`src/rtl/reaction_timer_bcd.sv`:
```
// ---------------------------------------------------------------------------
// reaction_timer_bcd
//
// Core timing engine of the reaction game. A start pulse begins a round:
// the block waits a pseudo-random 1 ms-granular delay, lights the "go" LED,
// then counts elapsed milliseconds in 4-digit BCD until the player reacts.
// The result is then frozen on the digit outputs. Reacting too early gives
// a false start. The digit outputs feed per-digit 7-segment decoders, and
// 4'hF is the blank code.
//
// Optional build macro: LEADING_ZERO_BLANK_EN
//    When defined, leading zero digits are shown as blank (4'hF) in IDLE,
//    ARMED and DONE. bcd0 is never blanked.
//
// Parameters:
//    TICK_CYCLES   clk cycles per 1 ms tick
//    MIN_DELAY_MS  fixed part of the random wait, in ms
//    LFSR_SEED     non-zero reset value of the 10-bit LFSR
//
// Ports:
//    clk          system clock, rising edge
//    reset_n      synchronous active-low reset
//    start        one-cycle pulse, begins a round
//    react        one-cycle pulse, player response
//    led_go       high while measuring (ARMED)
//    busy         high in WAIT or ARMED
//    false_start  high in FALSE
//    bcd3..bcd0   thousands..units digit, or blank code 4'hF
// ---------------------------------------------------------------------------
module reaction_timer_bcd #(
   parameter int         TICK_CYCLES  = 50000,
   parameter int         MIN_DELAY_MS = 1000,
   parameter logic [9:0] LFSR_SEED    = 10'h2A5
) (
   input  logic       clk,
   input  logic       reset_n,
   input  logic       start,
   input  logic       react,
   output logic       led_go,
   output logic       busy,
   output logic       false_start,
   output logic [3:0] bcd3,
   output logic [3:0] bcd2,
   output logic [3:0] bcd1,
   output logic [3:0] bcd0
);

   localparam int              PW         = (TICK_CYCLES > 1) ? $clog2(TICK_CYCLES) : 1;
   localparam logic [PW-1:0]   TICK_LAST  = PW'(TICK_CYCLES - 1);
   localparam logic [10:0]     DELAY_BASE = 11'(MIN_DELAY_MS);
`ifdef LEADING_ZERO_BLANK_EN
   localparam logic [15:0]     RESET_SHOW = 16'hFFF0;
`else
   localparam logic [15:0]     RESET_SHOW = 16'h0000;
`endif

   typedef enum logic [2:0] {
      S_IDLE,
      S_WAIT,
      S_ARMED,
      S_DONE,
      S_FALSE
   } state_t;

   state_t           state;
   state_t           next_state;
   logic             entering;
   logic             tick;
   logic [PW-1:0]    presc;
   logic [PW-1:0]    presc_next;
   logic [10:0]      delay_cnt;
   logic [10:0]      delay_next;
   logic [9:0]       lfsr;
   logic [3:0][3:0]  count;
   logic [3:0][3:0]  count_inc;
   logic [3:0][3:0]  count_next;
   logic             carry;
   logic [3:0][3:0]  shown;
   logic             led_go_d;
   logic             busy_d;
   logic             false_d;
`ifdef LEADING_ZERO_BLANK_EN
   logic             blank;
`endif

   // State register.
   always_ff @(posedge clk) begin
      if (!reset_n) state <= S_IDLE;
      else          state <= next_state;
   end

   // The millisecond tick only exists while a round is in progress.
   assign tick     = ((state == S_WAIT) || (state == S_ARMED)) && (presc == TICK_LAST);
   assign entering = (next_state != state);

   // Next-state logic. In WAIT a react beats an expiring delay and any start,
   // and in the idle-like states a start beats a react.
   always_comb begin
      next_state = state;
      case (state)
         S_IDLE, S_DONE, S_FALSE: begin
            if (start) next_state = S_WAIT;
         end
         S_WAIT: begin
            if (react)                            next_state = S_FALSE;
            else if (tick && (delay_cnt <= 11'd1)) next_state = S_ARMED;
         end
         S_ARMED: begin
            if (react) next_state = S_DONE;
         end
         default: next_state = S_IDLE;
      endcase
   end

   // BCD increment with ripple carry between digits, holding at 9999.
   always_comb begin
      count_inc = count;
      carry     = 1'b1;
      for (int i = 0; i < 4; i++) begin
         if (carry) begin
            if (count[i] == 4'd9) begin
               count_inc[i] = 4'd0;
            end else begin
               count_inc[i] = count[i] + 4'd1;
               carry        = 1'b0;
            end
         end
      end
      if (count == 16'h9999) count_inc = count;
   end

   // Datapath next values. The prescaler restarts on every state entry so
   // each state sees full-length ticks. A tick coinciding with react is
   // dropped because the count only advances while staying in ARMED.
   always_comb begin
      if (entering)
         presc_next = '0;
      else if ((state == S_WAIT) || (state == S_ARMED))
         presc_next = tick ? '0 : presc + PW'(1);
      else
         presc_next = '0;

      if ((next_state == S_WAIT) && entering)
         delay_next = DELAY_BASE + {1'b0, lfsr};
      else if ((state == S_WAIT) && tick)
         delay_next = delay_cnt - 11'd1;
      else
         delay_next = delay_cnt;

      if ((next_state == S_ARMED) && entering)
         count_next = '0;
      else if ((state == S_ARMED) && (next_state == S_ARMED) && tick)
         count_next = count_inc;
      else
         count_next = count;
   end

   // Datapath registers. The LFSR runs every cycle so the delay depends on
   // when the player presses start. The zero check is a lock-up guard only.
   always_ff @(posedge clk) begin
      if (!reset_n) begin
         presc     <= '0;
         delay_cnt <= '0;
         lfsr      <= LFSR_SEED;
         count     <= '0;
      end else begin
         presc     <= presc_next;
         delay_cnt <= delay_next;
         lfsr      <= (lfsr == 10'd0) ? LFSR_SEED : {lfsr[8:0], lfsr[9] ^ lfsr[6]};
         count     <= count_next;
      end
   end

   // Output decode from the upcoming state and count. The decode is
   // registered below so the outputs change on the same edge as the state.
   always_comb begin
      led_go_d = (next_state == S_ARMED);
      busy_d   = (next_state == S_WAIT) || (next_state == S_ARMED);
      false_d  = (next_state == S_FALSE);
      shown    = count_next;
`ifdef LEADING_ZERO_BLANK_EN
      blank = 1'b1;
      for (int i = 3; i >= 1; i--) begin
         if (blank && (shown[i] == 4'd0)) shown[i] = 4'hF;
         else                             blank    = 1'b0;
      end
`endif
      if ((next_state == S_WAIT) || (next_state == S_FALSE)) shown = 16'hFFFF;
   end

   // Output registers.
   always_ff @(posedge clk) begin
      if (!reset_n) begin
         led_go                 <= 1'b0;
         busy                   <= 1'b0;
         false_start            <= 1'b0;
         {bcd3, bcd2, bcd1, bcd0} <= RESET_SHOW;
      end else begin
         led_go                 <= led_go_d;
         busy                   <= busy_d;
         false_start            <= false_d;
         {bcd3, bcd2, bcd1, bcd0} <= shown;
      end
   end

endmodule

```
`config.mk`:
```
export PLATFORM = sky130hd
export DESIGN_NAME = reaction_timer_bcd
export DESIGN_NICKNAME = d
export VERILOG_FILES = /design/src/rtl/reaction_timer_bcd.sv
export SDC_FILE = /design/constraint.sdc
export NUM_CORES = 1
export LEC_CHECK = 0
export CAP_MARGIN = 30
export CORE_ASPECT_RATIO = 0.75
export CORE_MARGIN = 2
export CORE_UTILIZATION = 52
export CTS_CLUSTER_DIAMETER = 60
export DETAILED_ROUTE_END_ITERATION = 12
export GPL_TIMING_DRIVEN = 0
export PLACE_DENSITY = 0.69
export SLEW_MARGIN = 20
export SYNTH_ARGS = -nofsm -noshare
export SYNTH_HDL_FRONTEND = slang
export SYNTH_SLANG_ARGS = --single-unit
```
`constraint.sdc`:
```
create_clock -name clk -period 2.75 [get_ports clk]
set_clock_uncertainty 0.05 [all_clocks]
set_input_delay 0.4125 -clock clk [delete_from_list [all_inputs] [get_ports clk]]
set_output_delay 0.4125 -clock clk [all_outputs]
set_load 0.02 [all_outputs]
```
=== Yosys cells after proc, flatten, opt, wreduce, memory -nomap -nowiden ===
Cells that the tools add are included.

* Flip-flop bits (word level): 75
* Logic and storage cells: 79

* Add/subtract/negate cells: 7
* Order comparisons: 1
* Eq/ne operators: 14
* Mux-type cells: 23
* Bitwise operators: 3
* Reduce and logical (&&, ||, !) cells: 16

{| class="wikitable"
|+ Operator list
! kind !! count
|-
| $mux 16 || 4
|-
| $eq 16x16->1 const B || 2
|-
| $mux 4 || 7
|-
| $mux 11 || 2
|-
| $add 16x1->16 const B || 1
|-
| $add 4x1->4 const B || 4
|-
| $eq 4x4->1 const B || 4
|-
| $mux 3 || 4
|-
| $add 10x10->11 const A || 1
|-
| $le 11x1->1 const B || 1
|-
| $sub 11x1->11 const B || 1
|-
| $logic_not 10->1 || 1
|-
| $eq 3x2->1 const B || 3
|-
| $pmux 3 s3 || 1
|-
| $logic_and 1x1->1 || 7
|-
| $eq 3x1->1 const B || 2
|-
| $eq 3x3->1 const B || 2
|-
| $mux 1 || 5
|-
| $reduce_or 4->1 || 1
|-
| $logic_not 3->1 || 1
|-
| $logic_or 1x1->1 || 3
|-
| $ne 3x3->1 || 1
|-
| $reduce_or 3->1 || 1
|-
| $not 1->1 || 2
|-
| 3 further kinds || 3
|}

=== Logic depth before layout (Yosys ltp) ===
Gate-level depths: netlist of run 1.

* Depth in word-level cells: 13
* Mapped depth: 8

=== Least setup slack after synthesis of run 1 ===
Ideal clock, no wire load.

* Path type: register -> register
* Start: register presc[12]
* End: register bcd1[0]
* Setup time: 0.126 ns
* Arrival time: 2.187 ns
* Data required time: 2.574 ns
* Path slack: 0.387 ns
* Stages on the path, launching flop included: 7
* Cells stage by stage: dfxtp_1 > or4b_1 > or4_1 > buf_6 > nor4_4 > mux2i_1 > o21ai_2

* Word-level cells in the longest chain between the ends: 12

{| class="wikitable"
|+ Ends and longest elaborated chain
! element !! line !! RTL
|-
| start: declaration || 69 || <nowiki>logic [PW-1:0] presc;</nowiki>
|-
| start signal: assignment || 167 || <nowiki>presc <= presc_next;</nowiki>
|-
| $eq 16x16->1 (*) || 93 || <nowiki>assign tick = ((state == S_WAIT) || (state == S_ARMED)) && (presc == TICK_LAST);</nowiki>
|-
| $logic_and 1x1->1 (*) || 93 ||
|-
| $logic_and 1x1->1 || 106 || <nowiki>else if (tick && (delay_cnt <= 11'd1)) next_state = S_ARMED;</nowiki>
|-
| $mux 3 || 106 ||
|-
| $mux 3 || 105 || <nowiki>if (react) next_state = S_FALSE;</nowiki>
|-
| $pmux 3 s3 || 100 || <nowiki>case (state)</nowiki>
|-
| $eq 3x2->1 || 150, 152 ||
|-
| $logic_and 1x1->1 (2 in a row) || 152 || <nowiki>else if ((state == S_ARMED) && (next_state == S_ARMED) && tick)</nowiki>
|-
| $mux 16 || 152 ||
|-
| $mux 16 || 150 || <nowiki>if ((next_state == S_ARMED) && entering)</nowiki>
|-
| $mux 16 (*) || 188 || <nowiki>if ((next_state == S_WAIT) || (next_state == S_FALSE)) shown = 16'hFFFF;</nowiki>
|-
| end signal: assignment || 202 || <nowiki>{bcd3, bcd2, bcd1, bcd0} <= shown;</nowiki>
|-
| end: declaration || 44 || <nowiki>output logic [3:0] bcd1,</nowiki>
|}

Mark *: on every way between the ends. The rest lies on a longest branch, timed or not.
A chain may end at the register's enable or synchronous reset.

=== Worst setup path after layout of run 1 ===
* Start: input react
* End: register bcd3[1]

* Word-level cells in the longest chain between the ends: 8

{| class="wikitable"
|+ Ends and longest elaborated chain
! element !! line !! RTL
|-
| start: declaration || 38 || <nowiki>input logic react,</nowiki>
|-
| $mux 3 (on tied branches) || 109, 105 ||
|-
| $pmux 3 s3 (*) || 100 ||
|-
| $eq 3x2->1 || 150, 152 ||
|-
| $logic_and 1x1->1 (2 in a row) || 152 ||
|-
| $mux 16 || 152 ||
|-
| $mux 16 || 150 ||
|-
| $mux 16 (*) || 188 ||
|-
| end signal: assignment || 202 ||
|-
| end: declaration || 42 || <nowiki>output logic [3:0] bcd3,</nowiki>
|}

Marks and branches as above.

==> results of run 1 <==
-- final cells by class --
class	instances	area share
multi-input cells	285	0.469
flip-flops and latches	75	0.365
repair buffers	21	0.0510
clock buffers	9	0.0301
clock inverters	7	0.0301
well taps	81	0.0246
plain buffers	15	0.0176
inverters	14	0.0128
-- flip-flops by register name (all words and copies together) (netlist names) --
register     cells
led_go           1
busy             1
count           16
bcd0             4
delay_cnt       11
bcd2             4
lfsr            10
presc           16
false_start      1
bcd1             4
bcd3             4
state            3
-- metal layers --
layer	GRT usage	share of wire	wire [microns]
met5	0	0	0
met4	0.0822	0.0079	60
met3	0.0511	0.037	278
met2	0.300	0.42	3200
met1	0.327	0.53	4020
-- Yosys cell counts (5+ instances only) --
library cell | instances | area, sq um
clkbuf_1 | 11 | 41.3
nor4_1 | 10 | 62.6
ha_1 | 10 | 125
xor2_1 | 18 | 158
nand2_1 | 10 | 37.5
o31ai_1 | 5 | 37.5
inv_1 | 13 | 48.8
nor3_1 | 12 | 60.1
o21ai_0 | 20 | 100
or2_2 | 6 | 37.5
xnor2_1 | 16 | 140
nand4_1 | 9 | 56.3
nand2b_1 | 6 | 37.5
dfxtp_1 | 75 | 1500
nor2_1 | 50 | 188
nand3_1 | 13 | 65.1
a21oi_1 | 22 | 110
or4_1 | 6 | 45.0
mux2i_1 | 6 | 60.1
-- metrics by stage --
stage / total power [uW] / worst slack [ns] / setup TNS (ns)
floorplan: 1350 / 0.387 / 0
global placement: 1440 / -0.466 / -4.48
detailed placement: 1440 / -0.390 / -3.57
CTS: 2470 / 0.0539 / 0
global route: 2540 / 0.00496 / 0
finish: 2460 / 0.172 / 0
-- worst max path at each step --
stage,to,start,slack (ns),cells after the start
2_1_floorplan,bcd1[0]$_SDFF_PN0_,presc[12]$_SDFF_PP0_,0.39,6
3_3_place_gp,bcd3[1]$_SDFF_PN0_,react,-0.47,7
3_5_place_dp,bcd3[1]$_SDFF_PN0_,react,-0.39,7
4_1_cts,count[1]$_SDFF_PN0_,presc[9]$_SDFF_PP0_,0.05,6
5_1_grt,count[13]$_SDFF_PN0_,react,0.005,7
6_report,bcd3[1]$_SDFF_PN0_,react,0.17,7
-- worst max-delay path, stage by stage --
cell and delay (ns):
clkdlybuf4s50_1 0.54, or4b_1 0.63, clkbuf_1 0.31, nor4_4 0.29
nand3_1 0.18, mux2_2 0.36, o21ai_2 0.10
-- logic make-up after synthesis --
logic type                 Yosys count
AOI/OAI and AO/OA                   73
and+or+nand+nor                    161
adders and majority gates           10
buffers and inverters               29
DFF                                 75
xor gates and xnor gates            34
muxes                                7
-- placed cells by master (no fill, tap or decap), types with 3 or more instances in the layout --
cell type	instances
and2_1	4
nor4_1	8
clkbuf_1	7
bufinv_16	3
nand4b_1	3
clkbuf_2	4
or4b_1	3
clkdlybuf4s50_1	21
o21bai_1	3
or3_1	3
xor2_1	18
inv_1	13
or2_2	6
ha_1	10
o21ai_0	19
nand2_1	10
o21ai_2	4
nand2b_1	6
xnor2_1	16
mux2i_1	6
nor4_2	5
a21oi_1	22
buf_2	3
nand4_1	9
clkbuf_8	9
nor3_1	11
nor2_1	50
and3_1	4
nand3_1	13
o31ai_1	5
nor2b_1	3
or4_1	6
nand3b_1	3
dfxtp_1	75
-- power breakdown --
group / internal (uW) / switching [uW] / leakage (uW) / total [uW]
clock: 608 / 428 / 0.000120 / 1040
combinational: 106 / 141 / 0.000691 / 247
sequential: 1140 / 35.6 / 0.000615 / 1170
total: 1850 / 605 / 0.00143 / 2460
==> metrics.yaml, run 1 <==
yosys:
  synthSimpleGateAreaFrac: 0.266
  seq_area_frac_synth: 0.428
  syn_nets: 403
  ys_ff_latch: 75
  synthArstFlopShare: 0
  netlist_area_sq_um: 3500
  synth-edff-count: 0
  ys.flop_type: "dfxtp_1"
  yosysWarnings: 0
  synth_mux_area_frac: 0.0203
  synth_top_family_by_area: "simple AND/OR/NAND/NOR gates"
  yosysUniqueCellTypes: 57
  synth_compound_area_frac: 0.130
  synthAdderAreaFrac: 0.0357
  syn-instance-count: 389
  synth_xor_area_frac: 0.0850
  syn_avg_cell_area_sq_um: 9.01
cts:
  cts.clk_slew.worst_paths_ns: 0.09
  clockRootBuffer: "clkbuf_8"
  post_cts.repair.setup_buffers: 0
  cts_buffers: 9
  cts_buffer_depth: 2
  clk_latency_ns: 0.36
  cts_tree: "built"
  cts_resized: 2
  htree_levels: 3
  cts_sinks: 75
  postCtsHoldBufs: 0
cells_and_area:
  ff_latch_area_sq_um: 1500
  fillCellCount: 558
  antennaDiodeCount: 0
  syn2layout_area_growth_pct: 17.5
  multi_input_area_sq_um: 1930
  fin_area_sq_um: 4120
  nets: 435
  fin_cells: 507
  fin_util: 0.642
  drive_gt1_frac: 0.110
grt:
  grt-ovfl-total: 0
  grt_pass1_vias: 2572
  grt_start_max_net_pins: 15
  grt_pass1_wl_mm: 12.7
  antenna_found_initial: 0
  grt.total_usage: 0.217
run_status:
  status: "finished clean"
pwr:
  ir_drop_mv: 0.386
  p_per_area_nw_per_um2: 596
  p_leak_uw: 0.00143
floorplanning:
  rows: 25
  die_h_microns: 75.1
  ios: 23
  die_w_microns: 98.8
  core_sq_um: 6410
  start_util: 0.547
  fp.dieArea_sq_um: 7420
placement:
  dp_cells: 491
  gp_congestion: 0.823
  placed_area_sq_um: 3820
  post-dp-hpwl_mm: 5.46
  port-buffer-count: 21
timing:
  period_minus_slack_ns: 2.58
  final_hold_viol_count: 0
  slew-limit-headroom: 0.353
  max_freq_mhz: 388
  maxSlewViolCount: 0
  post-route-period-util: 0.937
  holdWs_ns: 0.398
  setup_violations: 0
  worst_pin_slew_ns: 0.962
  rsz0062_at_grt: "false"
setup_path:
  r2r_setup_slack_ns: 0.20
  r2r-start: "presc[12]$_SDFF_PP0_"
  regToRegEndpoint: "bcd1[0]$_SDFF_PN0_"
  r2r_cells: 6
  criticalPathCategory: "input pin to register"
  crit_path_end_kind: "register"
  crit_required_ns: 3.00
  critPathLaunchType: "input pin"
  arrival_ns: 2.83
  crit_fanout: 10
drt:
  vias: 2890
  drc: 0
  viasPerCell: 5.70
  wl_per_cell_microns: 14.9
  detail-route-antenna-nets: 0
  first_iter_violations: 139
  wl_mm: 7.57
  drtPass1Iterations: 4
worst_hold_path:
  min_path_cells: 1
  worstHoldStart: "presc[0]$_SDFF_PP0_"
  min_path_type: "register to register"
  hold_end: "presc[0]$_SDFF_PP0_"
job:
  drv_cap: 0
Power figures use the tool's default switching activity.
==> run 2, diff against run 1 <==
--- a/config.mk
+++ b/config.mk
@@ -9,6 +9,7 @@
 export CORE_ASPECT_RATIO = 0.75
 export CORE_MARGIN = 2
 export CORE_UTILIZATION = 52
+export CTS_BUF_LIST = sky130_fd_sc_hd__clkbuf_16
 export CTS_CLUSTER_DIAMETER = 60
 export DETAILED_ROUTE_END_ITERATION = 12
 export GPL_TIMING_DRIVEN = 0
==> metrics.yaml, run 2 (synthesis results as in run 1) <==
setup_path:
  slowest_stage: "or4b_1"
  crit_path_max_incr_delay_ns: 0.63  # about the same
  critPathLaunchType: "input pin"
  crit_path_end_kind: "register"
  arrival_ns: 2.78  # -0.05 ns
  criticalPathCategory: "input pin to register"
  crit_required_ns: 2.95  # -0.05 ns
  regToRegEndpoint: "bcd1[0]$_SDFF_PN0_"
  r2r_cells: 6  # unchanged
  r2r_setup_slack_ns: 0.19  # about the same
  crit_fanout: 7  # -3
  r2r-start: "presc[12]$_SDFF_PP0_"
  crit_chain: "clkdlybuf4s50_1, or4b_1, or3_1, or4_1, a21oi_1, o21bai_1"
cts:
  cts_buffers: 9  # unchanged
  post_cts.repair.setup_buffers: 0  # unchanged
  cts_tree: "built"
  clockRootBuffer: "clkbuf_16"
  cts_sinks: 75  # unchanged
  cts_buffer_depth: 2  # unchanged
  clk_latency_ns: 0.33  # -0.03 ns
  htree_levels: 3  # unchanged
  cts.clk_slew.worst_paths_ns: 0.06  # -0.03 ns
  postCtsHoldBufs: 0  # unchanged
drt:
  viasPerCell: 5.71  # +0.24%
  detail-route-antenna-nets: 0  # unchanged
  drtPass1Iterations: 4  # unchanged
  vias: 2897  # +0.24%
  first_iter_violations: 114  # -18%
  wl_mm: 7.86  # +4.0%
  drc: 0  # unchanged
  wl_per_cell_microns: 15.5  # +4.0%
floorplanning:
  die_h_microns: 75.1  # unchanged
  core_sq_um: 6410  # unchanged
  rows: 25  # unchanged
  fp.dieArea_sq_um: 7420  # unchanged
  die_w_microns: 98.8  # unchanged
  start_util: 0.547  # unchanged
  ios: 23  # unchanged
worst_hold_path:
  min_path_type: "register to register"
  hold_end: "presc[0]$_SDFF_PP0_"
  worstHoldStart: "presc[0]$_SDFF_PP0_"
  min_path_cells: 1  # unchanged
cells_and_area:
  antennaDiodeCount: 0  # unchanged
  top_regs: "count: 16 flops, presc: 16 flops, delay_cnt: 11 flops"
  syn2layout_area_growth_pct: 20.4
  fin_util: 0.658  # +0.0158
  nets: 435  # unchanged
  drive_gt1_frac: 0.110  # unchanged
  fillCellCount: 548  # -1.8%
  mostFrequentLayoutCells: "dfxtp_1, nor2_1, a21oi_1"
  layout_commonest_cell: "dfxtp_1"
grt:
  grt_start_max_net_pins: 15  # unchanged
  met2_usage: 0.330  # +0.0293
  grt.total_usage: 0.226  # +0.00878
  antenna_found_initial: 0  # unchanged
  grt-ovfl-total: 0  # unchanged
  use_met1: 0.331  # +0.00365
  grt_pass1_vias: 2647  # +2.9%
  met3_usage: 0.0687  # +0.0176
  busiest_layer: "met1"
  grt_pass1_wl_mm: 13.2  # +3.6%
timing:
  maxSlewViolCount: 0  # unchanged
  period_minus_slack_ns: 2.58  # +0.00569 ns
  max_freq_mhz: 387  # -0.22%
  worst_pin_slew_ns: 0.979  # +0.0174 ns
  post-route-period-util: 0.940  # +0.00207
  slew-limit-headroom: 0.342  # -0.0117
  setup_violations: 0  # unchanged
  final_hold_viol_count: 0  # unchanged
placement:
  port-buffer-count: 21  # unchanged
  post-dp-hpwl_mm: 5.46  # unchanged
  gp_congestion: 0.823  # unchanged
pwr:
  p_leak_uw: 0.00147  # +3.2%
  ir_drop_mv: 0.474  # +23%
  p_per_area_nw_per_um2: 658  # +10%
  total_power_uw: 2780  # +13%
run_status:
  status: "finished clean"
job:
  drv_cap: 0  # unchanged
## run 2: changes by cell type in the layout (fill, tap and decap cells not counted)
cell,delta
clkbuf_16,+9
clkbuf_8,-9
## run 2: routing by layer
| metal | part of all wire | up-vias |
|---|---|---|
| met2 | 0.43 | 64 |
| met1 | 0.51 | 1363 |
| met4 | 0.0039 | 0 |
| met5 | 0 | - |
| met3 | 0.052 | 2 |
| li1 | - | 1468 |
## run 2: what timing repair did
action | CTS | global route
endpoints found under the setup margin | 12 | 41
resized for setup | 2 | 14
pin swaps | 0 | 1
## run 2: final cells by class
type | count | area, sq um | area share
Multi-Input combinational cell | 285 | 1930 | 0.458
Sequential cell | 75 | 1500 | 0.356
Clock buffer | 9 | 225 | 0.0534
Timing Repair Buffer | 21 | 210 | 0.0498
Clock inverter | 7 | 124 | 0.0294
Tap cell | 81 | 101 | 0.0240
Buffer | 15 | 72.6 | 0.0172
Inverter | 14 | 52.6 | 0.0125
## run 2: critical path: cells and delay by family
family	cells	cell delay [ns]
AND/OR/NAND/NOR	3	1.49
AO/OA/AOI/OAI	2	0.34
buffers and inverters	1	0.53
## run 2: how the worst max path moves through the flow
stage	startpoint	endpoint	slack [ns]	cells after the start
final	react	bcd2[1]$_SDFF_PN0_	0.17	6
after global routing	presc[8]$_SDFF_PP0_	presc[11]$_SDFF_PP0_	-0.002	6
after global placement	react	bcd3[1]$_SDFF_PN0_	-0.47	7
after CTS	presc[3]$_SDFF_PP0_	count[1]$_SDFF_PN0_	0.04	6
after detailed placement	react	bcd3[1]$_SDFF_PN0_	-0.39	7
after floorplan	presc[12]$_SDFF_PP0_	bcd1[0]$_SDFF_PN0_	0.39	6
## run 2: power breakdown
| group | switching, uW | internal (uW) | total (uW) |
|---|---|---|---|
| clock | 461 | 892 | 1350 |
| combinational | 143 | 106 | 249 |
| sequential | 36.2 | 1140 | 1170 |
| total | 640 | 2140 | 2780 |
## run 2: stage by stage
step / cell area (sq um) / hold WS [ns] / worst slack, ns / instances / setup TNS, ns
after floorplan: 3500 / 0.368 / 0.387 / 389 / 0
after global placement: 3820 / 0.378 / -0.466 / 491 / -4.48
after detailed placement: 3820 / 0.388 / -0.390 / 491 / -3.57
after CTS: 4180 / 0.399 / 0.0350 / 507 / 0
after global routing: 4220 / 0.413 / -0.00189 / 507 / -0.00246
final: 4220 / 0.395 / 0.166 / 507 / 0
